`src/rtl/coproc_pkg.sv`:
```
// coproc_pkg: shared encodings, sizes and load-window helpers for the coprocessor host link
package coproc_pkg;
    localparam int NUM_ELEMS = 25;
    localparam int RESULT_WORDS = 7;
    localparam int TIMEOUT_CYC_DEF = 16;
    typedef enum logic [2:0] {
        CMD_NOP    = 3'b000,
        CMD_LOAD_A = 3'b001,
        CMD_LOAD_B = 3'b010,
        CMD_EXEC   = 3'b011
    } cmd_e;
    typedef enum logic [1:0] {
        ST_IDLE = 2'b00,
        ST_WAIT = 2'b01,
        ST_SEND = 2'b10
    } state_e;
    // True when element k lies in the three-element window starting at base.
    function automatic logic load_hit(int k, logic [4:0] base);
        return (6'(k) - {1'b0, base}) < 6'd3;
    endfunction
    function automatic logic [7:0] load_byte(logic [23:0] data, int k, logic [4:0] base);
        logic [1:0] s;
        s = 2'(6'(k) - {1'b0, base});
        return 8'(data >> {s, 3'b000});
    endfunction
endpackage

```
`src/rtl/coproc_result_serializer.sv`:
```
// coproc_result_serializer: packs the captured result into 7 readback words and walks them under res_ready
module coproc_result_serializer
    import coproc_pkg::*;
(
    input  logic         clk,
    input  logic         reset,
    input  logic         active,
    input  logic         res_ready,
    input  logic [199:0] result,
    input  logic         ovf,
    input  logic         tmo,
    output logic         res_valid,
    output logic [31:0]  res_data,
    output logic         last
);
    logic [2:0]   idx;
    logic [223:0] ext;
    // Word 6 falls out of the padded vector: element 24, then overflow, then timeout.
    assign ext = {22'b0, tmo, ovf, result};
    assign res_valid = active;
    assign last = active && res_ready && idx == 3'(RESULT_WORDS - 1);
    assign res_data = active ? ext[{idx, 5'b0} +: 32] : '0;
    always_ff @(posedge clk or posedge reset) begin
        if (reset) idx <= '0;
        else if (!active || last) idx <= '0;
        else if (res_ready) idx <= idx + 3'd1;
    end
endmodule

```
`src/rtl/coproc_host_link.sv`:
```
// coproc_host_link: host command decoder, operand registers and completion FSM for the matrix coprocessor
module coproc_host_link
    import coproc_pkg::*;
#(
    parameter int TIMEOUT_CYC = TIMEOUT_CYC_DEF
) (
    input  logic         clk,
    input  logic         reset,
    input  logic         cmd_valid,
    input  logic [31:0]  cmd_data,
    output logic         cmd_ready,
    output logic [2:0]   op_code,
    output logic [1:0]   matrix_size,
    output logic [199:0] matrix_a,
    output logic [199:0] matrix_b,
    output logic [7:0]   scalar,
    input  logic [199:0] result_final,
    input  logic         overflow,
    input  logic         process_Done,
    output logic         res_valid,
    output logic [31:0]  res_data,
    input  logic         res_ready,
    output logic         busy
);
    localparam int CW = $clog2(TIMEOUT_CYC + 1);
    state_e       state, next;
    cmd_e         op;
    logic         accept, last, ovf_q, tmo_q;
    logic [4:0]   base;
    logic [CW-1:0] cnt;
    logic [199:0] res_q;
    assign op = cmd_e'(cmd_data[31:29]);
    assign base = cmd_data[28:24];
    assign cmd_ready = state == ST_IDLE;
    assign busy = state != ST_IDLE;
    assign accept = cmd_valid && cmd_ready;
    always_ff @(posedge clk or posedge reset) begin
        if (reset) state <= ST_IDLE;
        else state <= next;
    end
    // cnt==0 marks the settle cycle; sampling of process_Done starts once it is 1.
    always_comb begin
        next = state;
        case (state)
            ST_IDLE: next = accept && op == CMD_EXEC ? ST_WAIT : ST_IDLE;
            ST_WAIT: next = cnt != '0 && (process_Done || cnt == CW'(TIMEOUT_CYC)) ? ST_SEND : ST_WAIT;
            ST_SEND: next = last ? ST_IDLE : ST_SEND;
            default: next = ST_IDLE;
        endcase
    end
    always_ff @(posedge clk or posedge reset) begin
        if (reset) begin
            matrix_a <= '0;
            matrix_b <= '0;
            op_code <= '0;
            matrix_size <= '0;
            scalar <= '0;
            cnt <= '0;
            res_q <= '0;
            ovf_q <= 1'b0;
            tmo_q <= 1'b0;
        end else begin
            if (accept && op == CMD_EXEC) begin
                op_code <= cmd_data[4:2];
                matrix_size <= cmd_data[1:0];
                scalar <= cmd_data[12:5];
                cnt <= '0;
            end
            for (int k = 0; k < NUM_ELEMS; k++) begin
                if (accept && op == CMD_LOAD_A && load_hit(k, base)) matrix_a[8*k +: 8] <= load_byte(cmd_data[23:0], k, base);
                if (accept && op == CMD_LOAD_B && load_hit(k, base)) matrix_b[8*k +: 8] <= load_byte(cmd_data[23:0], k, base);
            end
            if (state == ST_WAIT) begin
                if (cnt == '0) cnt <= CW'(1);
                else if (process_Done) begin
                    res_q <= result_final;
                    ovf_q <= overflow;
                    tmo_q <= 1'b0;
                end else if (cnt == CW'(TIMEOUT_CYC)) begin
                    res_q <= '0;
                    ovf_q <= 1'b0;
                    tmo_q <= 1'b1;
                end else cnt <= cnt + 1'b1;
            end
        end
    end
    coproc_result_serializer u_ser (
        .clk       (clk),
        .reset     (reset),
        .active    (state == ST_SEND),
        .res_ready (res_ready),
        .result    (res_q),
        .ovf       (ovf_q),
        .tmo       (tmo_q),
        .res_valid (res_valid),
        .res_data  (res_data),
        .last      (last)
    );
endmodule

```
`config.mk`:
```
export PLATFORM = sky130hd
export DESIGN_NAME = coproc_host_link
export DESIGN_NICKNAME = d
export VERILOG_FILES = /design/src/rtl/coproc_pkg.sv /design/src/rtl/coproc_result_serializer.sv /design/src/rtl/coproc_host_link.sv
export SDC_FILE = /design/constraint.sdc
export NUM_CORES = 1
export LEC_CHECK = 0
export ABC_AREA = 1
export CORE_UTILIZATION = 35
export DETAILED_ROUTE_END_ITERATION = 6
export GPL_ROUTABILITY_DRIVEN = 0
export GPL_TIMING_DRIVEN = 1
export SLEW_MARGIN = 20
export SYNTH_ARGS = -nofsm -noshare
export SYNTH_HDL_FRONTEND = slang
export SYNTH_SLANG_ARGS = --single-unit
```
`constraint.sdc`:
```
create_clock -name clk -period 53.6 [get_ports clk]
set_input_delay 5.36 -clock clk [delete_from_list [all_inputs] [get_ports clk]]
set_output_delay 5.36 -clock clk [all_outputs]
set_load 0.02 [all_outputs]
```
==> run metrics <==
root buffer cell clkbuf_16; Reg-to-Reg Start state[1]; hold_buf cts 0; Synth Instances 3263; synth cell count leaders 1066 x nand2_1, 625 x dfrtp_1, 407 x nand3_1; sw frac 0.335; Die Area 0.0804 mm²; vias in the first global route 24500; RSZ-0062 raised after global routing no; Hold Vio Cnt, Final 0; ratio of cells with drive above 1 in the final layout 0.0571; Clock transition at path regs 0.06 ns; Area contributors post-synth dfrtp_1 56%, nand2_1 14%, nand3_1 7.3%; Startpoint Class flop; final count of negative-setup-slack endpoints 0; io pins 686; cells on worst reg2reg path 8; worst hold stages 2; antenna violations before repair 11; TritonCTS Buffers 71; most frequent cell after synthesis nand2_1; Internal Pwr Total 0.992 mW; VDD IR-drop max 0.0205 mV; cell family with most CP delay buffers and inverters; area of the multi-input gates 0.0104 mm²; NumNets Final 4098; Yosys reg bits 625; overall routed net length 112 mm; Critical Path, Cell by Cell nor2_1 > clkinv_1 > a21oi_1 > clkdlybuf4s50_1; hold path start res_q[15]; placed insts 4806; Period minus WS final 9.23 ns; initial core utilization 0.356; placement row count 102; register area 0.0156 mm²; WP data required 48.24 ns; Util after Layout 0.481; P&R area growth vs syn 35.3%; sequential area share after synthesis 0.564; Final ANT Viol Nets 0; total setup buffers inserted after CTS 0; RR Endpoint matrix_b[64]; peak per-stage delay on the critical path 0.98 ns; Yosys warning count 0; Post-synth EDFFs 0; DRC 0; GRT Residual Overflow 0; Die Width 284 µm; CTS resizes 0; Die Span Y 284 µm; final worst setup slack 44.37 ns; max_slew headroom 0.273; Cell variety after synth 33; drt pass-1 iters 6; CP bufs+invs 2; outcome finished, final reports clean; Max Slew Vio Count 0; Synth Cell Area 0.0277 mm²; Yosys top cell area share 0.564; wire per inst 22.7 µm; Net Count, Synth 3522; Main synth FF type dfrtp_1; largest net degree at the start of global routing 167; CTS tree yes; setup TNS 0 ns; Vias/cell 5.14; fraction of registers with async set/reset 1.00; initial drt markers 2525; vias 25400; Core Box Area 0.0780 mm²; Pwr Total 1.49 mW; Leak 17.6 nW; Tcrit/Tclk final 0.172; Worst Hold Class reg -> reg; Clk pwr share 0.333; CTS HTree Levels 3; clock latency on the worst-skew pair 0.63 ns; fillers 7491; Comb power frac 0.257; Crit Path Max Fanout 32; GRT Overall Usage 0.273; cell with the largest stage delay on the worst path clkinv_1; hold endpoint res_q[15]; Sw Pwr 0.500 mW; Arrival @ worst endpoint 3.87 ns; endpoint class of the critical path primary output; max cap viols 0; critical path depth 4; CP Class reg -> out; Synth area leader dfrtp_1; setup slack, reg-to-reg 49.79 ns; Avg Cell Area, Syn 8.50 µm²; clock sinks 625; Bufs on Longest Clock Path 3; PortBufs 685; final std cells w/o fill 4936; Worst Skew 0.0246 ns; sequential share of power 0.410; first-pass GRT wire length 165 mm; Post-DP HPWL 79.5 mm; fmax 108 MHz; post-place setup slack 44.68 ns; Slew @ Worst Pin 1.09 ns; Pwr Density 39.8 mW/mm²
[through the flow]
| stage | area [µm²] | hold WS, ns |
|---|---|---|
| finish | 37500 | 0.464 |
| global route | 37500 | 0.478 |
| CTS | 37500 | 0.467 |
| detailed placement | 35200 | 0.453 |
| global placement | 35200 | 0.448 |
| floorplan | 27700 | 0.437 |
[metal layers]
layer	vias up	routed length, µm	global-route usage
met2	971	53700	0.447
met1	12300	43800	0.333
met4	14	5200	0.126
li1	11900	-	-
met5	-	89	0
met3	214	9400	0.0750
[logic make-up (layout without fill, tap and decap cells)]
logic type,count (synthesis),in the layout,share of synthesized area
xor+xnor,8,8,0.00280
simple gates,1627,1627,0.253
flops,625,625,0.564
buf+inv,394,1022,0.0619
other cells,0,5,0
fa+ha+maj,21,21,0.00947
compound gates,588,588,0.109
[worst max-delay path by stage]
stage / from / endpoint / slack, ns
global route: u_ser.idx[0] / res_data[26] / 44.17
floorplan: reset / cnt[0] / 30.74
finish: state[0] / res_data[28] / 44.37
global placement: cmd_data[25] / matrix_a[181] / 44.70
CTS: u_ser.idx[0] / res_data[28] / 44.37
detailed placement: cmd_data[25] / matrix_b[118] / 44.68
[worst register-to-register path: stages (launching register included)]
cell and delay (ns):
dfrtp_1 0.38, nor2_2 0.30, nand2_1 0.31, nor2_4 0.72, buf_4 0.65, buf_4 0.67, nand3_1 0.45, nand2_1 0.17
nand2_1 0.06
[cell usage in the layout, fill, tap and decap left out, types with 2 or more instances in the layout]
| master | count |
|---|---|
| clkdlybuf4s50_1 | 683 |
| a31oi_1 | 8 |
| inv_4 | 2 |
| dfrtp_1 | 623 |
| o21ai_1 | 60 |
| o211ai_1 | 15 |
| clkinv_1 | 2 |
| ha_1 | 21 |
| nand2_2 | 13 |
| inv_6 | 5 |
| bufinv_16 | 5 |
| nor3_2 | 3 |
| diode_2 | 5 |
| nor2_4 | 18 |
| xor2_1 | 6 |
| inv_1 | 171 |
| buf_12 | 2 |
| nand2_1 | 1064 |
| nand4_1 | 56 |
| clkbuf_8 | 11 |
| buf_4 | 26 |
| o22ai_1 | 3 |
| nor3_1 | 2 |
| inv_16 | 2 |
| nand3_2 | 10 |
| nor2_1 | 46 |
| clkbuf_16 | 72 |
| nor2_2 | 6 |
| o21ai_2 | 18 |
| nand3_1 | 407 |
| inv_2 | 6 |
| clkinv_2 | 10 |
| o21ai_0 | 356 |
| clkinvlp_4 | 2 |
| clkinv_4 | 3 |
| a21oi_1 | 128 |
| clkbuf_1 | 16 |
[cell type report]
cell class                      instances  area share
Sequential cell                       625       0.417
Multi-Input combinational cell       2244       0.278
Timing Repair Buffer                  713       0.189
Clock buffer                           99      0.0536
Tap cell                             1040      0.0347
Inverter                              184      0.0189
Clock inverter                         26     0.00873
Antenna cell                            5    0.000333
[sequential cells by signal (all words and copies together), names as in the netlist]
signal       cells
ovf_q            1
matrix_a       200
op_code          3
tmo_q            1
res_q          200
matrix_b       200
cnt              5
matrix_size      2
state            2
u_ser.idx        3
scalar           8
[power groups by stage]
stage / registers [mW] / logic, mW / clock network (mW)
2_1_floorplan: 0.641 / 0.182 / 0
3_3_place_gp: 0.616 / 0.382 / 0
3_5_place_dp: 0.618 / 0.385 / 0
6_report: 0.611 / 0.384 / 0.497
4_1_cts: 0.610 / 0.386 / 0.505
5_1_grt: 0.620 / 0.421 / 0.524
(Power assumes the default switching activity.)
